File: src/rtl/native_sram_ctrl_pkg.sv
// Shared types and constants for the native-interface SRAM controller.
package native_sram_ctrl_pkg;

    // Controller FSM states
    typedef enum logic [1:0] {
        IDLE   = 2'd0,
        ACCESS = 2'd1,
        WAIT   = 2'd2,
        RESP   = 2'd3
    } state_t;

    // Byte-address to word-address shift for 32-bit words
    localparam int unsigned BYTE_OFF = 2;

    // Supported SRAM read-latency range and the counter wide enough for it
    localparam int MIN_READ_LATENCY = 1;
    localparam int MAX_READ_LATENCY = 8;
    localparam int unsigned LAT_CNT_W = $clog2(MAX_READ_LATENCY);

endpackage

File: src/rtl/native_sram_ctrl.sv
// Native-interface slave driving a single-port synchronous SRAM macro with a
// fixed read latency. Converts byte addresses to word addresses, inserts wait
// states for reads, and raises a sticky error on out-of-range requests.
module native_sram_ctrl
    import native_sram_ctrl_pkg::*;
#(
    parameter int unsigned DATA_WIDTH   = 32,
    parameter int unsigned ADDR_WIDTH   = 32,
    parameter int unsigned STRB_WIDTH   = DATA_WIDTH / 8,
    parameter int unsigned MEM_ADDR_W   = 12,
    parameter int          READ_LATENCY = 1
) (
    input  logic                  clk,
    input  logic                  rst,
    input  logic                  native_valid,
    output logic                  native_ready,
    input  logic [ADDR_WIDTH-1:0] native_addr,
    input  logic [DATA_WIDTH-1:0] native_wdata,
    input  logic [STRB_WIDTH-1:0] native_wstrb,
    output logic [DATA_WIDTH-1:0] native_rdata,
    output logic                  sram_en,
    output logic [STRB_WIDTH-1:0] sram_we,
    output logic [MEM_ADDR_W-1:0] sram_addr,
    output logic [DATA_WIDTH-1:0] sram_wdata,
    input  logic [DATA_WIDTH-1:0] sram_rdata,
    output logic                  err
);

    if (READ_LATENCY < MIN_READ_LATENCY || READ_LATENCY > MAX_READ_LATENCY) begin : g_bad_latency
        $error("native_sram_ctrl: READ_LATENCY must be in 1..8");
    end

    state_t                r_state;
    logic [LAT_CNT_W-1:0]  r_cnt;
    logic                  r_is_write;
    logic                  r_oor;
    logic                  r_native_ready;
    logic [DATA_WIDTH-1:0] r_native_rdata;
    logic                  r_sram_en;
    logic [STRB_WIDTH-1:0] r_sram_we;
    logic [MEM_ADDR_W-1:0] r_sram_addr;
    logic [DATA_WIDTH-1:0] r_sram_wdata;
    logic                  r_err;

    logic                  w_oor;
    logic [MEM_ADDR_W-1:0] w_word_addr;
    logic                  w_unused_addr_lsb;

    // Address decode: word index and out-of-range detection on the upper bits
    assign w_word_addr       = native_addr[MEM_ADDR_W+BYTE_OFF-1:BYTE_OFF];
    assign w_oor             = |(native_addr >> (MEM_ADDR_W + BYTE_OFF));
    assign w_unused_addr_lsb = ^native_addr[BYTE_OFF-1:0];

    // Controller FSM with registered native and SRAM outputs.
    // The SRAM strobes are loaded on the IDLE->ACCESS edge so that, being
    // registered, they are visible exactly during the ACCESS cycle; this also
    // serves as the latch of the request fields.
    always_ff @(posedge clk) begin
        if (rst) begin
            r_state        <= IDLE;
            r_cnt          <= '0;
            r_is_write     <= 1'b0;
            r_oor          <= 1'b0;
            r_native_ready <= 1'b0;
            r_native_rdata <= '0;
            r_sram_en      <= 1'b0;
            r_sram_we      <= '0;
            r_sram_addr    <= '0;
            r_sram_wdata   <= '0;
            r_err          <= 1'b0;
        end else begin
            case (r_state)
                IDLE: begin
                    r_native_ready <= 1'b0;
                    if (native_valid) begin
                        r_is_write   <= |native_wstrb;
                        r_oor        <= w_oor;
                        r_sram_en    <= ~w_oor;
                        r_sram_we    <= w_oor ? '0 : native_wstrb;
                        r_sram_addr  <= w_word_addr;
                        r_sram_wdata <= native_wdata;
                        if (w_oor) begin
                            r_err <= 1'b1;
                        end
                        r_state <= ACCESS;
                    end
                end
                ACCESS: begin
                    r_sram_en <= 1'b0;
                    r_sram_we <= '0;
                    if (r_is_write) begin
                        r_native_ready <= 1'b1;
                        r_state        <= RESP;
                    end else begin
                        r_cnt   <= LAT_CNT_W'(READ_LATENCY - 1);
                        r_state <= WAIT;
                    end
                end
                WAIT: begin
                    if (r_cnt == '0) begin
                        r_native_rdata <= r_oor ? '0 : sram_rdata;
                        r_native_ready <= 1'b1;
                        r_state        <= RESP;
                    end else begin
                        r_cnt <= r_cnt - 1'b1;
                    end
                end
                RESP: begin
                    r_native_ready <= 1'b0;
                    r_state        <= IDLE;
                end
                default: begin
                    r_state <= IDLE;
                end
            endcase
        end
    end

    assign native_ready = r_native_ready;
    assign native_rdata = r_native_rdata;
    assign sram_en      = r_sram_en;
    assign sram_we      = r_sram_we;
    assign sram_addr    = r_sram_addr;
    assign sram_wdata   = r_sram_wdata;
    assign err          = r_err;

endmodule

File: config.mk
export PLATFORM = sky130hd
export DESIGN_NAME = native_sram_ctrl
export DESIGN_NICKNAME = d
export VERILOG_FILES = /design/src/rtl/native_sram_ctrl_pkg.sv /design/src/rtl/native_sram_ctrl.sv
export SDC_FILE = /design/constraint.sdc
export NUM_CORES = 1
export LEC_CHECK = 0
export CAP_MARGIN = 10
export CORE_MARGIN = 5
export CORE_UTILIZATION = 55
export CTS_CLUSTER_DIAMETER = 120
export CTS_CLUSTER_SIZE = 20
export DETAILED_ROUTE_END_ITERATION = 6
export DONT_BUFFER_PORTS = 1
export PLACE_DENSITY = 0.7
export SYNTH_ARGS = -nofsm -noshare
export SYNTH_HDL_FRONTEND = slang
export SYNTH_SLANG_ARGS = --single-unit
File: constraint.sdc
create_clock -name clk -period 4.2 [get_ports clk]
set_input_delay 0.84 -clock clk [delete_from_list [all_inputs] [get_ports clk]]
set_output_delay 0.84 -clock clk [all_outputs]
set_load 0.02 [all_outputs]
==> impl_metrics.py, run 1 <==
metrics = {
    "cts": {
        "htree_levels": 3,
        "insertion_delay_ps": 350,
        "cts.sinks": 90,
        "cts.clk_slew.worst_paths_ps": 90,
        "cts_root_buffer": "clkbuf_8",
        "clockBufferDepth": 2,
        "cts-hold-fix-buffers": 0,
        "cts_buffers": 9,
        "cts_setup_buffers": 0,
        "cts_tree": "yes",
        "cts_resized": 0,
    },
    "synthesis": {
        "ys_warn_count": 0,
        "ys.flop_type": "dfxtp_1",
        "synth.avg_cell_area_um2": 8.40,
        "synth_top_area_cell": "dfxtp_1",
        "synth-seq-cells": 90,
        "synth_area_leaders": "dfxtp_1 50%, nand2_1 13%, a21oi_1 12%",
        "postSynthCellCount": 428,
        "yosysMostFrequentCell": "nand2_1",
        "synth_edf_count": 0,
        "yosysSeqAreaShare_pct": 50.1,
        "yosys.cell_types.count": 32,
        "synth_common_cells": "124 x nand2_1, 90 x dfxtp_1, 83 x a21oi_1, 32 x nand4b_1, 18 x clkbuf_1",
        "synth_top_area_share_pct": 50.1,
        "syn_area_um2": 3590,
        "synthArstFlopShare_pct": 0,
        "synthesis.nets": 537,
    },
    "critical_path": {
        "start_kind": "flop",
        "cp_slowest_cell": "nand2_1",
        "critical_path.top_delay_family": "simple AND/OR/NAND/NOR gates",
        "worst-path-buf-inv": 1,
        "path_cells": "inv_1 > ha_1 > ha_1 > nand2_1 > nand4_1 > a21oi_1",
        "path_depth": 6,
        "reg2reg_depth": 6,
        "slowest_delay_ps": 830,
        "critPathKind": "flop to flop",
        "cpMostUsedCell": "ha_1",
        "cp.required_ps": 4480,
        "endpoint_kind": "flop",
        "worstPathMaxFanout": 33,
        "arrival_ps": 2300,
    },
    "placed_design": {
        "dp.cells": 473,
        "dp_slack_ps": 2190,
        "dp_hpwl_um": 5890,
        "place_congestion": 0.765,
        "io_buffer_count": 0,
        "postPlaceCellArea_um2": 3550,
    },
    "die": {
        "die_area_um2": 8250,
        "rows": 29,
        "io_pins": 186,
        "coreArea_um2": 6350,
        "die_h_um": 90.8,
        "die_width_um": 90.8,
        "start_util_pct": 56.6,
    },
    "final_layout": {
        "n_antenna_cell": 0,
        "layoutNonFillerInstCount": 489,
        "finalNetCount": 516,
        "regArea_um2": 1800,
        "nFillCells": 584,
        "multi_input_area_um2": 1600,
        "fin_area_um2": 3790,
        "drive_gt1_share_pct": 7.28,
        "syn_to_final_growth_pct": 5.43,
    },
    "worst_hold_path": {
        "hold_path.class": "flop to flop",
        "hold_path_depth": 2,
    },
    "global_routing": {
        "grt_max_degree": 86,
        "grt_pass1_wl_um": 13700,
        "antenna_found_initial": 0,
        "grt_overflow_total": 0,
        "grt_usage_pct": 20.1,
        "grt_pass1_vias": 2711,
    },
    "detailed_routing": {
        "dr.pass1.iters": 5,
        "vias_per_cell": 5.95,
        "ant_nets": 0,
        "drt_iter0_markers": 136,
        "wl_per_cell_um": 18.0,
        "drc": 0,
        "vias": 2909,
        "wirelength_um": 8820,
    },
    "sta": {
        "period_minus_slack_ps": 2010,
        "relSlewSlack_pct": 24.2,
        "fin_skew_ps": 14.3,
        "finalSetupTns_ps": 0,
        "setup_viol": 0,
        "slew_viol_final": 0,
        "tightest_slew_ps": 1130,
        "hold_viol_final": 0,
        "rsz0062_at_grt": "no",
        "fmax_mhz": 496,
        "layout_setup_ws_ps": 2190,
        "period_share_pct": 48.0,
    },
    "power_and_ir_drop": {
        "vdd_drop_max_v": 0.000437,
        "p_total_mw": 2.77,
        "p_per_area_nw_per_um2": 731,
        "leakagePower_nw": 1.28,
    },
    "outcome": {
        "status": "finished clean",
    },
    "job": {
        "cap_violations": 0,
    },
}
state kept, by name (all words and copies together), names as in the netlist, 2 cells and up:
| signal | flops |
|---|---|
| sram_addr | 12 |
| sram_wdata | 32 |
| sram_we | 4 |
| native_rdata | 32 |
| r_cnt | 3 |
| r_state | 2 |
worst min-delay path: stages, from the launching register on:
cell and delay (ps):
dfxtp_1 320, o21ai_0 70, a21oi_1 60
through the flow:
step | hold WS (ps) | utilization [%]
final | 484 | 59.7
after global placement | 455 | 56.0
after floorplan | 450 | -
after CTS | 476 | 59.7
after global routing | 502 | 59.7
after detailed placement | 463 | 56.0
layout make-up:
| type | instances | share of cell area, % |
|---|---|---|
| Sequential cell | 90 | 47.6 |
| Clock buffer | 10 | 3.63 |
| Inverter | 6 | 0.594 |
| Tap cell | 77 | 2.54 |
| Multi-Input combinational cell | 296 | 42.3 |
| Clock inverter | 6 | 2.54 |
| Timing Repair Buffer | 4 | 0.793 |
logic make-up after synthesis:
logic type	Yosys count	synth area share, %
buffers and inverters	42	5.22
AO/OA/AOI/OAI	99	15.0
multiplexers	1	0.279
flip-flops	90	50.1
adder cells (fa/ha/maj)	6	2.09
AND/OR/NAND/NOR	190	27.3
placed cells by master, fill, tap and decap left out, drive strengths merged, types with 2 or more instances in the layout:
cell and count:
ha 6, o21ai 8, clkbuf 10, nor4 4, nand4 6, a21oi 83, bufinv 2, nand2b 2
nand3 9, buf 4, inv 8, or3b 2, and4b 4, dfxtp 90, o221a 2, nor2 3
nand2 124, nand4b 32
per-layer routing:
metal | up-vias | wire length [um] | GRT usage, %
met5 | - | 0 | 0
met4 | 0 | 97 | 7.70
met3 | 8 | 1220 | 9.83
met2 | 157 | 4030 | 30.8
met1 | 1313 | 3470 | 24.4
li1 | 1431 | - | -
where the power goes:
part	total [mW]	switching [mW]	internal (mW)
clock	0.672	0.313	0.359
combinational	0.771	0.503	0.268
sequential	1.33	0.305	1.02
total	2.77	1.12	1.65
worst paths after layout:
| path | end | slack (ps) | startpoint |
|---|---|---|---|
| max | r_cnt[0] | 2190 | r_cnt[0] |
| min | r_cnt[2] | 480 | r_cnt[2] |
| max reg2reg | r_cnt[0] | 2190 | r_cnt[0] |
| min reg2reg | r_cnt[2] | 480 | r_cnt[2] |
No activity file was read; power rests on OpenSTA's default activity.
==> run 2: changes to the inputs <==
- PLACE_DENSITY: 0.7 -> 0.73
- clock period: 4.2 -> 1.63 ns (I/O delays scaled with it)
==> impl_metrics.py, run 2 (synthesized netlist as in run 1, its figures left out) <==
metrics = {
    "outcome": {
        "status": "finished clean",
    },
    "sta": {
        "fin_skew_ps": 11.6,
        "tightest_slew_ps": 927,
        "finalSetupTns_ps": 0,
        "period_minus_slack_ps": 1580,
        "rsz0062_at_grt": "no",
        "slew_viol_final": 0,
        "layout_setup_ws_ps": 48.3,
        "setup_viol": 0,
        "period_share_pct": 97.0,
        "fmax_mhz": 632,
        "hold_viol_final": 0,
        "relSlewSlack_pct": 38.1,
    },
    "global_routing": {
        "antenna_found_initial": 0,
        "grt_overflow_total": 0,
        "grt_usage_pct": 21.3,
        "grt_pass1_wl_um": 14400,
        "grt_max_degree": 86,
        "grt_pass1_vias": 2748,
    },
    "cts": {
        "cts_buffers": 9,
        "clockBufferDepth": 2,
        "cts_root_buffer": "clkbuf_8",
        "cts.sinks": 90,
        "cts.clk_slew.worst_paths_ps": 100,
        "cts_setup_buffers": 0,
        "cts_tree": "yes",
        "cts_resized": 1,
        "htree_levels": 3,
        "insertion_delay_ps": 350,
        "cts-hold-fix-buffers": 0,
    },
    "detailed_routing": {
        "ant_nets": 0,
        "wirelength_um": 9100,
        "drt_iter0_markers": 127,
        "drc": 0,
        "dr.pass1.iters": 7,
        "vias_per_cell": 5.88,
        "wl_per_cell_um": 18.2,
        "vias": 2944,
    },
    "worst_hold_path": {
        "hold_start": "rst",
        "min_to": "sram_wdata[26]",
        "hold_path.class": "input pin to flop",
        "hold_path_depth": 1,
    },
    "critical_path": {
        "start_kind": "flop",
        "slowest_delay_ps": 340,
        "worstPathMaxFanout": 6,
        "rrSetupSlack_ps": 50,
        "endpoint_kind": "flop",
        "path_cells": "inv_1 > ha_1 > ha_2 > buf_4 > nand2b_1 > a21bo_2 > a21oi_1",
        "arrival_ps": 1860,
        "r2r-end": "native_ready",
        "critical_path.top_delay_family": "adder cells",
        "path_depth": 7,
        "worst-path-buf-inv": 2,
        "r2r-start": "r_cnt[0]",
        "critPathKind": "flop to flop",
        "reg2reg_depth": 7,
        "cp_slowest_cell": "dfxtp_1",
        "cp.required_ps": 1910,
    },
    "placed_design": {
        "dp_hpwl_um": 6310,
        "dp_slack_ps": 29.6,
        "place_congestion": 0.792,
        "io_buffer_count": 0,
        "dp.cells": 485,
    },
    "final_layout": {
        "finalNetCount": 528,
        "utilization_pct": 60.9,
        "nFillCells": 554,
        "syn_to_final_growth_pct": 7.69,
        "multi_input_area_um2": 1610,
        "mostFrequentLayoutCells": "124 x nand2_1, 90 x dfxtp_1, 82 x a21oi_1, 32 x nand4b_1, 12 x buf_4",
        "n_antenna_cell": 0,
        "regArea_um2": 1800,
        "drive_gt1_share_pct": 10.8,
        "layoutNonFillerInstCount": 501,
        "layout_commonest_cell": "nand2_1",
    },
    "power_and_ir_drop": {
        "p_per_area_nw_per_um2": 1840,
        "vdd_drop_max_v": 0.000994,
        "p_total_mw": 7.14,
        "leakagePower_nw": 1.34,
    },
    "die": {
        "die_h_um": 90.8,
        "die_width_um": 90.8,
        "start_util_pct": 56.6,
        "io_pins": 186,
        "coreArea_um2": 6350,
        "die_area_um2": 8250,
        "rows": 29,
    },
    "job": {
        "cap_violations": 0,
    },
}
[run 2: worst max path at each step]
stage	from	to	slack, ps
finish	r_cnt[0]	native_ready	50
detailed placement	r_cnt[0]	r_cnt[1]	30
global route	r_cnt[0]	r_cnt[1]	4
floorplan	r_cnt[0]	r_cnt[1]	20
global placement	r_cnt[0]	r_cnt[1]	50
CTS	r_cnt[0]	r_cnt[1]	50
[run 2: per-layer routing]
metal / wire (um) / global-route usage [%]
met1: 3590 / 27.6
met4: 90 / 6.97
met2: 4330 / 32.2
met5: 0 / 0
met3: 1090 / 8.50
[run 2: area by class of cell]
cell class	count	share of cell area, %
clock buffer	9	3.20
clock inverter	7	1.52
timing repair buffer	16	3.94
inverter	6	0.582
tap	77	2.49
sequential	90	46.6
multi-input combinational	296	41.7
[run 2: power breakdown]
part	switching [mW]	internal [mW]	leakage (nW)	total, mW
clock	0.824	0.578	0.0921	1.40
sequential	0.792	2.63	0.734	3.43
combinational	1.34	0.966	0.509	2.31
[run 2: metrics by stage]
stage | hold WS [ps] | instance area (um^2)
final | 49.3 | 3870
after global routing | 12.4 | 3870
after CTS | 14.8 | 3850
after detailed placement | 406 | 3670
after global placement | 403 | 3670
after floorplan | 450 | 3590
==> run 3: changes to the inputs <==
- PLACE_DENSITY: 0.73 -> 0.76
- REMOVE_ABC_BUFFERS: unset -> 1
==> impl_metrics.py, run 3 (synthesized netlist as in run 1, its figures left out) <==
metrics = {
    "detailed_routing": {
        "ant_nets": 0,
        "wl_per_cell_um": 17.8,
        "vias_per_cell": 5.96,
        "drt_iter0_markers": 65,
        "dr.pass1.iters": 4,
        "vias": 2969,
        "wirelength_um": 8870,
        "drc": 0,
    },
    "power_and_ir_drop": {
        "vdd_drop_max_v": 0.000994,
        "p_total_mw": 7.42,
        "power.share.sequential_pct": 46.1,
        "p_per_area_nw_per_um2": 1900,
        "p_clk_share_pct": 22.1,
        "intPower_mw": 4.49,
        "leakagePower_nw": 1.34,
        "combPwrFrac_pct": 31.7,
        "p_switching_mw": 2.93,
        "switching_share_pct": 39.4,
    },
    "critical_path": {
        "arrival_ps": 1830,
        "worst-path-buf-inv": 1,
        "slowest_delay_ps": 340,
        "worstPathMaxFanout": 4,
        "critPathKind": "flop to flop",
        "start_kind": "flop",
        "critical_path.top_delay_family": "adder cells",
        "startpoint": "r_cnt[0]",
        "r2r-end": "r_cnt[2]",
        "cp_slowest_cell": "or3b_1",
        "reg2reg_depth": 6,
        "r2r-start": "r_cnt[0]",
        "path_cells": "inv_1 > ha_1 > ha_4 > a22o_4 > or3b_1 > a21oi_1",
        "rrSetupSlack_ps": 70,
        "endpoint_kind": "flop",
        "cp.required_ps": 1900,
    },
    "cts": {
        "cts.sinks": 90,
        "cts_tree": "yes",
        "cts_root_buffer": "clkbuf_8",
        "cts-hold-fix-buffers": 0,
        "insertion_delay_ps": 350,
        "htree_levels": 3,
        "cts.clk_slew.worst_paths_ps": 90,
        "cts_buffers": 9,
        "clockBufferDepth": 2,
    },
    "final_layout": {
        "layout_commonest_cell": "nand2_1",
        "mostFrequentLayoutCells": "124 x nand2_1, 89 x dfxtp_1, 82 x a21oi_1, 32 x nand4b_1",
        "fin_area_um2": 3920,
        "n_antenna_cell": 0,
        "layoutNonFillerInstCount": 498,
        "finalNetCount": 526,
        "drive_gt1_share_pct": 10.7,
        "nFillCells": 549,
        "syn_to_final_growth_pct": 8.95,
    },
    "global_routing": {
        "grt_overflow_total": 0,
        "grt_pass1_wl_um": 14200,
        "grt_pass1_vias": 2880,
        "antenna_found_initial": 0,
        "grt_max_degree": 86,
        "grt_usage_pct": 20.7,
    },
    "sta": {
        "fmax_mhz": 642,
        "slew_viol_final": 0,
        "fin_skew_ps": 15.0,
        "period_share_pct": 95.5,
        "tightest_slew_ps": 863,
        "hold_ws_ps": 38.7,
        "relSlewSlack_pct": 42.4,
        "hold_viol_final": 0,
        "rsz0062_at_grt": "no",
        "period_minus_slack_ps": 1560,
        "setup_viol": 0,
        "finalSetupTns_ps": 0,
    },
    "job": {
        "cap_violations": 0,
    },
    "die": {
        "die_width_um": 90.8,
        "die_h_um": 90.8,
        "coreArea_um2": 6350,
        "start_util_pct": 56.6,
        "rows": 29,
        "die_area_um2": 8250,
        "io_pins": 186,
    },
    "worst_hold_path": {
        "min_to": "r_state[1]",
        "hold_path.class": "input pin to flop",
        "hold_start": "rst",
        "hold_path_depth": 1,
    },
    "placed_design": {
        "io_buffer_count": 0,
        "postPlaceCellArea_um2": 3670,
        "place_congestion": 0.814,
        "dp_hpwl_um": 6210,
        "dp.cells": 483,
    },
    "outcome": {
        "status": "finished clean",
    },
}
[run 3: cell count changes in the layout (fill, tap and decap cells not counted), sizes merged]
cell / delta
bufinv: +2
clkinvlp: +1
inv: -2
buf: -2
clkinv: -2
[run 3: how the worst max path moves through the flow]
stage / endpoint / slack, ps / cells after the start
2_1_floorplan: r_oor / -820 / 5
3_3_place_gp: r_cnt[1] / 60 / 6
3_5_place_dp: native_rdata[2] / 4 / 6
4_1_cts: r_cnt[1] / 30 / 6
5_1_grt: r_cnt[1] / 3 / 6
6_report: r_cnt[2] / 70 / 6
[run 3: power groups by stage]
stage | Combinational (mW) | Sequential (mW) | Clock [mW]
floorplan | 1.52 | 3.35 | 0
finish | 2.35 | 3.42 | 1.64
CTS | 2.29 | 3.43 | 1.68
global route | 2.66 | 3.49 | 1.80
detailed placement | 2.26 | 3.47 | 0
global placement | 2.16 | 3.46 | 0
[run 3: repair_timing]
item,in CTS,in global routing
buffers inserted,0,0
pin swaps,0,1
cloned,0,0
gates resized for setup,1,9
setup endpoints to repair,5,21
[run 3: per-stage QoR]
stage,setup WS [ps],util (%)
5_1_grt,3.38,61.7
4_1_cts,26.2,61.2
2_1_floorplan,-821,-
3_3_place_gp,64.6,57.8
6_report,72.6,61.7
3_5_place_dp,3.64,57.8
[run 3: cell type report]
| cell class | count | area, um^2 | share of cell area, % |
|---|---|---|---|
| multi-input cells | 296 | 1630 | 41.6 |
| repair buffers | 14 | 150 | 3.84 |
| well taps | 77 | 96.3 | 2.46 |
| inverters | 6 | 22.5 | 0.575 |
| clock buffers | 9 | 124 | 3.16 |
| flip-flops and latches | 90 | 1800 | 46.1 |
| clock inverters | 6 | 91.3 | 2.33 |
[run 3: routing by layer]
metal | up-vias | global-route usage, % | part of all wire (%)
met2 | 144 | 34.2 | 49
met3 | 9 | 9.83 | 12
li1 | 1443 | - | -
met1 | 1373 | 23.6 | 38
met4 | 0 | 6.72 | 0.90
met5 | - | 0 | 0
